`src/rtl/usb_tx_ctrl_if.sv`:
```
// Signal bundle between usb_tx_ctrl and its requesters, payload FIFO, usb_tx and status logic.
// The controller uses the slave modport; whatever drives requests and consumes status uses master.
interface usb_tx_ctrl_if;
    logic       hs_req;
    logic       hs_nak;
    logic       hs_grant;
    logic       data_req;
    logic [6:0] data_size;
    logic       data_grant;
    logic [7:0] fifo_rdata;
    logic       fifo_empty;
    logic       fifo_pop;
    logic [1:0] tx_packet;
    logic [6:0] tx_packet_data_size;
    logic [7:0] tx_packet_data;
    logic       get_tx_packet;
    logic       tx_done;
    logic       busy;
    logic       err_underrun;
    logic       err_timeout;
    logic       err_clr;

    modport slave (
        input  hs_req, hs_nak, data_req, data_size, fifo_rdata, fifo_empty,
               get_tx_packet, tx_done, err_clr,
        output hs_grant, data_grant, fifo_pop, tx_packet, tx_packet_data_size,
               tx_packet_data, busy, err_underrun, err_timeout
    );

    modport master (
        output hs_req, hs_nak, data_req, data_size, fifo_rdata, fifo_empty,
               get_tx_packet, tx_done, err_clr,
        input  hs_grant, data_grant, fifo_pop, tx_packet, tx_packet_data_size,
               tx_packet_data, busy, err_underrun, err_timeout
    );
endinterface

```
`src/rtl/usb_tx_ctrl.sv`:
```
// USB transmit controller: arbitrates handshake vs data packets, streams FIFO payload to usb_tx,
// enforces an inter-packet gap and aborts packets that stay active too long.
module usb_tx_ctrl #(
    parameter int GAP_CYCLES     = 16,
    parameter int TIMEOUT_CYCLES = 4096,
    parameter int MAX_SIZE       = 64
) (
    input  logic          clk,
    input  logic          n_rst,
    usb_tx_ctrl_if.slave  bus
);
    localparam int TW = (TIMEOUT_CYCLES > 1) ? $clog2(TIMEOUT_CYCLES) : 1;
    localparam int GW = (GAP_CYCLES > 1) ? $clog2(GAP_CYCLES) : 1;

    localparam logic [1:0]    PKT_NONE     = 2'b00;
    localparam logic [1:0]    PKT_DATA0    = 2'b01;
    localparam logic [1:0]    PKT_ACK      = 2'b10;
    localparam logic [1:0]    PKT_NAK      = 2'b11;
    localparam logic [6:0]    MAX_SIZE_W   = 7'(MAX_SIZE);
    localparam logic [TW-1:0] TIMEOUT_LAST = TW'(TIMEOUT_CYCLES - 1);
    localparam logic [GW-1:0] GAP_LAST     = GW'(GAP_CYCLES - 1);

    typedef enum logic [1:0] {
        IDLE   = 2'd0,
        ACTIVE = 2'd1,
        GAP    = 2'd2
    } state_t;

    state_t        state_q, state_d;
    logic [1:0]    tx_packet_q, tx_packet_d;
    logic [6:0]    size_q, size_d;
    logic [7:0]    data_q, data_d;
    logic [6:0]    remaining_q, remaining_d;
    logic [TW-1:0] timeout_cnt_q, timeout_cnt_d;
    logic [GW-1:0] gap_cnt_q, gap_cnt_d;
    logic          hs_grant_q, hs_grant_d;
    logic          data_grant_q, data_grant_d;
    logic          err_underrun_q, err_underrun_d;
    logic          err_timeout_q, err_timeout_d;

    logic          timeout_hit;
    logic          byte_service;
    logic [6:0]    clamped_size;

    assign clamped_size = (bus.data_size > MAX_SIZE_W) ? MAX_SIZE_W : bus.data_size;
    assign timeout_hit  = (timeout_cnt_q == TIMEOUT_LAST);

    // A payload byte is served only while a DATA0 packet is live and not finishing or aborting this cycle.
    assign byte_service = (state_q == ACTIVE) && (tx_packet_q == PKT_DATA0) && bus.get_tx_packet
                          && (remaining_q != 7'd0) && !bus.tx_done && !timeout_hit;

    always_comb begin
        state_d        = state_q;
        tx_packet_d    = tx_packet_q;
        size_d         = size_q;
        data_d         = data_q;
        remaining_d    = remaining_q;
        timeout_cnt_d  = timeout_cnt_q;
        gap_cnt_d      = gap_cnt_q;
        hs_grant_d     = 1'b0;
        data_grant_d   = 1'b0;
        err_underrun_d = err_underrun_q & ~bus.err_clr;
        err_timeout_d  = err_timeout_q & ~bus.err_clr;

        case (state_q)
            IDLE: begin
                if (bus.hs_req) begin
                    hs_grant_d    = 1'b1;
                    tx_packet_d   = bus.hs_nak ? PKT_NAK : PKT_ACK;
                    size_d        = 7'd0;
                    remaining_d   = 7'd0;
                    timeout_cnt_d = '0;
                    state_d       = ACTIVE;
                end else if (bus.data_req) begin
                    data_grant_d  = 1'b1;
                    tx_packet_d   = PKT_DATA0;
                    size_d        = clamped_size;
                    remaining_d   = clamped_size;
                    timeout_cnt_d = '0;
                    state_d       = ACTIVE;
                end
            end
            ACTIVE: begin
                if (bus.tx_done) begin
                    tx_packet_d = PKT_NONE;
                    gap_cnt_d   = GAP_LAST;
                    state_d     = GAP;
                end else if (timeout_hit) begin
                    err_timeout_d = 1'b1;
                    tx_packet_d   = PKT_NONE;
                    gap_cnt_d     = GAP_LAST;
                    state_d       = GAP;
                end else begin
                    timeout_cnt_d = timeout_cnt_q + 1'b1;
                    if (byte_service) begin
                        remaining_d = remaining_q - 7'd1;
                        if (bus.fifo_empty) begin
                            data_d         = 8'h00;
                            err_underrun_d = 1'b1;
                        end else begin
                            data_d = bus.fifo_rdata;
                        end
                    end
                end
            end
            GAP: begin
                if (gap_cnt_q == '0) begin
                    state_d = IDLE;
                end else begin
                    gap_cnt_d = gap_cnt_q - 1'b1;
                end
            end
            default: state_d = IDLE;
        endcase
    end

    always_ff @(posedge clk or negedge n_rst) begin
        if (!n_rst) begin
            state_q        <= IDLE;
            tx_packet_q    <= PKT_NONE;
            size_q         <= 7'd0;
            data_q         <= 8'h00;
            remaining_q    <= 7'd0;
            timeout_cnt_q  <= '0;
            gap_cnt_q      <= '0;
            hs_grant_q     <= 1'b0;
            data_grant_q   <= 1'b0;
            err_underrun_q <= 1'b0;
            err_timeout_q  <= 1'b0;
        end else begin
            state_q        <= state_d;
            tx_packet_q    <= tx_packet_d;
            size_q         <= size_d;
            data_q         <= data_d;
            remaining_q    <= remaining_d;
            timeout_cnt_q  <= timeout_cnt_d;
            gap_cnt_q      <= gap_cnt_d;
            hs_grant_q     <= hs_grant_d;
            data_grant_q   <= data_grant_d;
            err_underrun_q <= err_underrun_d;
            err_timeout_q  <= err_timeout_d;
        end
    end

    assign bus.hs_grant            = hs_grant_q;
    assign bus.data_grant          = data_grant_q;
    assign bus.fifo_pop            = byte_service && !bus.fifo_empty;
    assign bus.tx_packet           = tx_packet_q;
    assign bus.tx_packet_data_size = size_q;
    assign bus.tx_packet_data      = data_q;
    assign bus.busy                = (state_q != IDLE);
    assign bus.err_underrun        = err_underrun_q;
    assign bus.err_timeout         = err_timeout_q;
endmodule

```
`src/flat_wrapper.sv`:
```
// flat-port wrapper written by rule: the top's interface ports become plain ports
module usb_tx_ctrl_flat 
#(
    parameter int GAP_CYCLES     = 16,
    parameter int TIMEOUT_CYCLES = 4096,
    parameter int MAX_SIZE       = 64
)
  (clk, n_rst, bus_hs_req, bus_hs_nak, bus_data_req, bus_data_size, bus_fifo_rdata, bus_fifo_empty, bus_get_tx_packet, bus_tx_done, bus_err_clr, bus_hs_grant, bus_data_grant, bus_fifo_pop, bus_tx_packet, bus_tx_packet_data_size, bus_tx_packet_data, bus_busy, bus_err_underrun, bus_err_timeout);
  usb_tx_ctrl_if bus_i ();
  input  logic clk;
  input  logic n_rst;
  input wire logic [$bits(bus_i.hs_req)-1:0] bus_hs_req;
  input wire logic [$bits(bus_i.hs_nak)-1:0] bus_hs_nak;
  input wire logic [$bits(bus_i.data_req)-1:0] bus_data_req;
  input wire logic [$bits(bus_i.data_size)-1:0] bus_data_size;
  input wire logic [$bits(bus_i.fifo_rdata)-1:0] bus_fifo_rdata;
  input wire logic [$bits(bus_i.fifo_empty)-1:0] bus_fifo_empty;
  input wire logic [$bits(bus_i.get_tx_packet)-1:0] bus_get_tx_packet;
  input wire logic [$bits(bus_i.tx_done)-1:0] bus_tx_done;
  input wire logic [$bits(bus_i.err_clr)-1:0] bus_err_clr;
  output wire logic [$bits(bus_i.hs_grant)-1:0] bus_hs_grant;
  output wire logic [$bits(bus_i.data_grant)-1:0] bus_data_grant;
  output wire logic [$bits(bus_i.fifo_pop)-1:0] bus_fifo_pop;
  output wire logic [$bits(bus_i.tx_packet)-1:0] bus_tx_packet;
  output wire logic [$bits(bus_i.tx_packet_data_size)-1:0] bus_tx_packet_data_size;
  output wire logic [$bits(bus_i.tx_packet_data)-1:0] bus_tx_packet_data;
  output wire logic [$bits(bus_i.busy)-1:0] bus_busy;
  output wire logic [$bits(bus_i.err_underrun)-1:0] bus_err_underrun;
  output wire logic [$bits(bus_i.err_timeout)-1:0] bus_err_timeout;
  assign bus_i.hs_req = bus_hs_req;
  assign bus_i.hs_nak = bus_hs_nak;
  assign bus_i.data_req = bus_data_req;
  assign bus_i.data_size = bus_data_size;
  assign bus_i.fifo_rdata = bus_fifo_rdata;
  assign bus_i.fifo_empty = bus_fifo_empty;
  assign bus_i.get_tx_packet = bus_get_tx_packet;
  assign bus_i.tx_done = bus_tx_done;
  assign bus_i.err_clr = bus_err_clr;
  assign bus_hs_grant = bus_i.hs_grant;
  assign bus_data_grant = bus_i.data_grant;
  assign bus_fifo_pop = bus_i.fifo_pop;
  assign bus_tx_packet = bus_i.tx_packet;
  assign bus_tx_packet_data_size = bus_i.tx_packet_data_size;
  assign bus_tx_packet_data = bus_i.tx_packet_data;
  assign bus_busy = bus_i.busy;
  assign bus_err_underrun = bus_i.err_underrun;
  assign bus_err_timeout = bus_i.err_timeout;
  usb_tx_ctrl #(.GAP_CYCLES(GAP_CYCLES), .TIMEOUT_CYCLES(TIMEOUT_CYCLES), .MAX_SIZE(MAX_SIZE)) u_core (.clk(clk), .n_rst(n_rst), .bus(bus_i));
endmodule
```
`config.mk`:
```
export PLATFORM = sky130hd
export DESIGN_NAME = usb_tx_ctrl_flat
export DESIGN_NICKNAME = d
export VERILOG_FILES = /design/src/rtl/usb_tx_ctrl_if.sv /design/src/rtl/usb_tx_ctrl.sv /design/src/flat_wrapper.sv
export SDC_FILE = /design/constraint.sdc
export NUM_CORES = 1
export LEC_CHECK = 0
export ABC_AREA = 1
export CAP_MARGIN = 20
export CORE_AREA = 2 2 87 89
export DETAILED_ROUTE_END_ITERATION = 10
export DIE_AREA = 0 0 89 91
export GPL_ROUTABILITY_DRIVEN = 1
export SYNTH_ARGS = -nofsm -noshare
export SYNTH_HDL_FRONTEND = slang
export SYNTH_SLANG_ARGS = --single-unit
```
`constraint.sdc`:
```
create_clock -name clk -period 2.39 [get_ports clk]
set_input_delay 0.717 -clock clk [delete_from_list [all_inputs] [get_ports clk]]
set_output_delay 0.717 -clock clk [all_outputs]
set_load 0.02 [all_outputs]
```
==> results.toml <==
[run_status]
status = "complete, no violations"

[route]
num_vias = 2126
first_pass_iters = 4
wirelength_um = 5400
drc = 0
drt-initial-drc-count = 121
wire_per_inst_um = 11.3
ant_nets = 0
drt-vias-per-instance = 4.46

[clock_network]
cts-hold-fix-buffers = 0
cts_root_buffer = "clkbuf_8"
cts_tree = "yes"
htreeDepth = 2
numCtsBuffers = 5
clk_latency_ns = 0.29
clk_pin_slew_ns = 0.08
cts.path.max_buffers = 2
clock_sink_count = 46

[logic_synthesis]
synth_nets = 342
synth_cells = 315
synth-main-ff-cell = "dfrtp_1"
syn_avg_cell_area_um2 = 7.72
ys_seq_area_frac = 0.473
synth-edff-count = 0
async_reset_ff_frac = 1.00
yosysWarningCount = 0
synth-seq-cells = 46
netlist_area_um2 = 2430
yosysUniqueCellTypes = 31

[cells_and_area]
fin_nets = 406
final_cell_area_um2 = 3200
n_antenna_cell = 0
finalNonFillerCells = 477
area_growth_pct = 31.5
fin_util = 0.448
drive_gt1_frac = 0.111

[pwr]
p_int_uw = 1910
ir_worst_vdd_mv = 0.533
power_frac_seq = 0.364
combPwrFrac = 0.492
power.density_nw_per_um2 = 1010
clock_power_share = 0.144
netSwitchingFraction = 0.410
leakagePower_uw = 0.00155
p_sw_uw = 1330

[worst_setup_path]
crit_family = "buffers and inverters"
cp_num_buf_inv = 3
worstSetupPathType = "primary input to output port"
worst-path-max-fanout = 2
startpoint_type = "primary input"
crit_top_cell = "nor2_4"
end_kind = "output port"
cp_cell_sequence = "dlygate4sd2_1, inv_1, nand2_2, nor2_4, nand3_4, nor2_4, buf_6"
required_ns = 1.67
crit_slowest_cell = "dlygate4sd2_1"
max_stage_delay_ns = 0.24
arrival_ns = 1.57

[placed_design]
gp_congestion = 0.806
dpl.hpwl_um = 3970
placed_area_um2 = 3100
place_inst = 469
io_buffer_count = 46

[sta]
clock_skew_ns = 0.00686
drv_slew = 0
period_needed_ns = 2.29
setup_viol = 0
max_freq_ghz = 0.437
max_slew_margin = 0.661
rsz0062_at_grt = "no"
tightest_slew_ns = 0.506
fin_crit_sh = 0.957
hold_viol = 0

[grt]
grt_pass1_vias = 2099
antenna_found_initial = 0
grt_usage = 0.149
grt_start_max_net_pins = 29
grt_pass1_wl_um = 9650
grt-ovfl-total = 0

[die]
ios = 47
die_area_um2 = 8100
initial_core_util = 0.341
core_um2 = 7140
die_w_um = 89
die_h_um = 91
core.rowCount = 31

[flow_run]
max_cap_viol_count = 0

[min_path]
hold_class = "primary input to asynchronous set/reset pin"
==> placed cells by master (no fill, tap or decap), drive strengths merged, types with 3 or more instances in the layout <==
cell and instances:
nor2 28, nand3 31, o21ai 21, ha 3
buf 19, nand2 118, nand4 4, a21oi 4
xor2 4, clkdlybuf4s50 42, inv 36, clkbuf 6
nor3 3, dfrtp 46
==> per-layer routing <==
| metal | part of all wire | global-route usage | vias up | wire length (µm) |
|---|---|---|---|---|
| met3 | 0.044 | 0.0300 | 4 | 240 |
| met5 | 0 | 0 | - | 0 |
| met2 | 0.42 | 0.211 | 42 | 2280 |
| met1 | 0.52 | 0.226 | 959 | 2830 |
| met4 | 0.0096 | 0.0485 | 0 | 52 |
| li1 | - | - | 1121 | - |
==> power by group through the flow <==
stage	Combinational [µW]	Sequential, µW	Clock, µW
after floorplan	852	1340	0
after global placement	1600	1190	0
after detailed placement	1610	1190	0
after CTS	1620	1180	496
after global routing	1810	1220	519
final	1600	1180	466
==> Yosys cell counts, drive strengths merged (2+ instances only) <==
master    n  area, µm²
a21oi     4       31.3
buf       4       31.3
xor2      4       35.0
nor2     28        130
ha        3       37.5
o22ai     2       12.5
clkbuf    2       7.51
nand3b    2       15.0
nand2   118        455
inv      36        135
nand4     4       25.0
nand3    31        180
nor3      3       15.0
dfrtp    46       1150
o21ai    21        116
nor3b     2       15.0
==> cells by family after synthesis <==
logic type                 count (synthesis)  synth area share
xor gates and xnor gates                   5            0.0180
buffers and inverters                     42            0.0715
and+or+nand+nor                          189             0.346
adders and majority gates                  3            0.0154
AOI/OAI and AO/OA                         30            0.0751
DFF                                       46             0.473
==> worst register-to-register path, stage by stage (launching register included) <==
cell,delay (ns)
dfrtp_1,0.35
ha_1,0.18
nand2_2,0.10
nor2_4,0.13
nand3_4,0.10
nand3_4,0.12
buf_4,0.11
buf_4,0.21
nand2_2,0.15
nand2_1,0.10
nand2_1,0.05
==> flip-flops by register name (all words and copies together), names as in the netlist <==
signal / cells
u_core.bus.data_grant: 1
u_core.bus.hs_grant: 1
u_core.timeout_cnt_q: 12
u_core.bus.tx_packet: 2
u_core.bus.tx_packet_data_size: 7
u_core.bus.err_underrun: 1
u_core.state_q: 2
u_core.bus.tx_packet_data: 8
u_core.remaining_q: 7
u_core.bus.err_timeout: 1
u_core.gap_cnt_q: 4
==> final timing paths <==
path                                                           from                                        to  slack (ns)  depth (start not counted)
min                                                           n_rst       u_core.timeout_cnt_q[9]$_DFFE_PN0P_        0.37                          1
min reg2reg                u_core.bus.tx_packet_data[6]$_DFFE_PN0P_  u_core.bus.tx_packet_data[6]$_DFFE_PN0P_        0.48                          2
max reg2reg                     u_core.timeout_cnt_q[1]$_DFFE_PN0P_         u_core.remaining_q[5]$_DFFE_PN0P_        0.71                         10
min in group clk           u_core.bus.tx_packet_data[6]$_DFFE_PN0P_  u_core.bus.tx_packet_data[6]$_DFFE_PN0P_        0.48                          2
max                                                     bus_tx_done                              bus_fifo_pop        0.10                          7
max in group asynchronous                                     n_rst       u_core.timeout_cnt_q[0]$_DFFE_PN0P_        1.51                          2
==> stage by stage <==
step	TNS [ns]	total power [µW]	hold slack, ns	setup WS, ns
2_1_floorplan	0	2190	0.421	0.335
3_3_place_gp	-0.612	2790	0.464	-0.612
3_5_place_dp	-0.624	2800	0.467	-0.624
4_1_cts	0	3300	0.374	0.102
5_1_grt	0	3550	0.400	0.0588
6_report	0	3240	0.366	0.103
==> area by class of cell <==
cell class                 instances  area, µm²
multi-input combinational        227       1110
timing repair buffer              63        594
sequential                        46       1150
tap                               99        124
fill                             745       3940
inverter                          36        135
clock buffer                       6       82.6
==> timing repair <==
item                       4_1_cts  5_1_grt
buffers inserted                 2        0
hold endpoints to repair         0        0
gates resized for setup          9        0
setup endpoints to repair        1        0
Note: power is estimated with default switching activity, not from simulation.
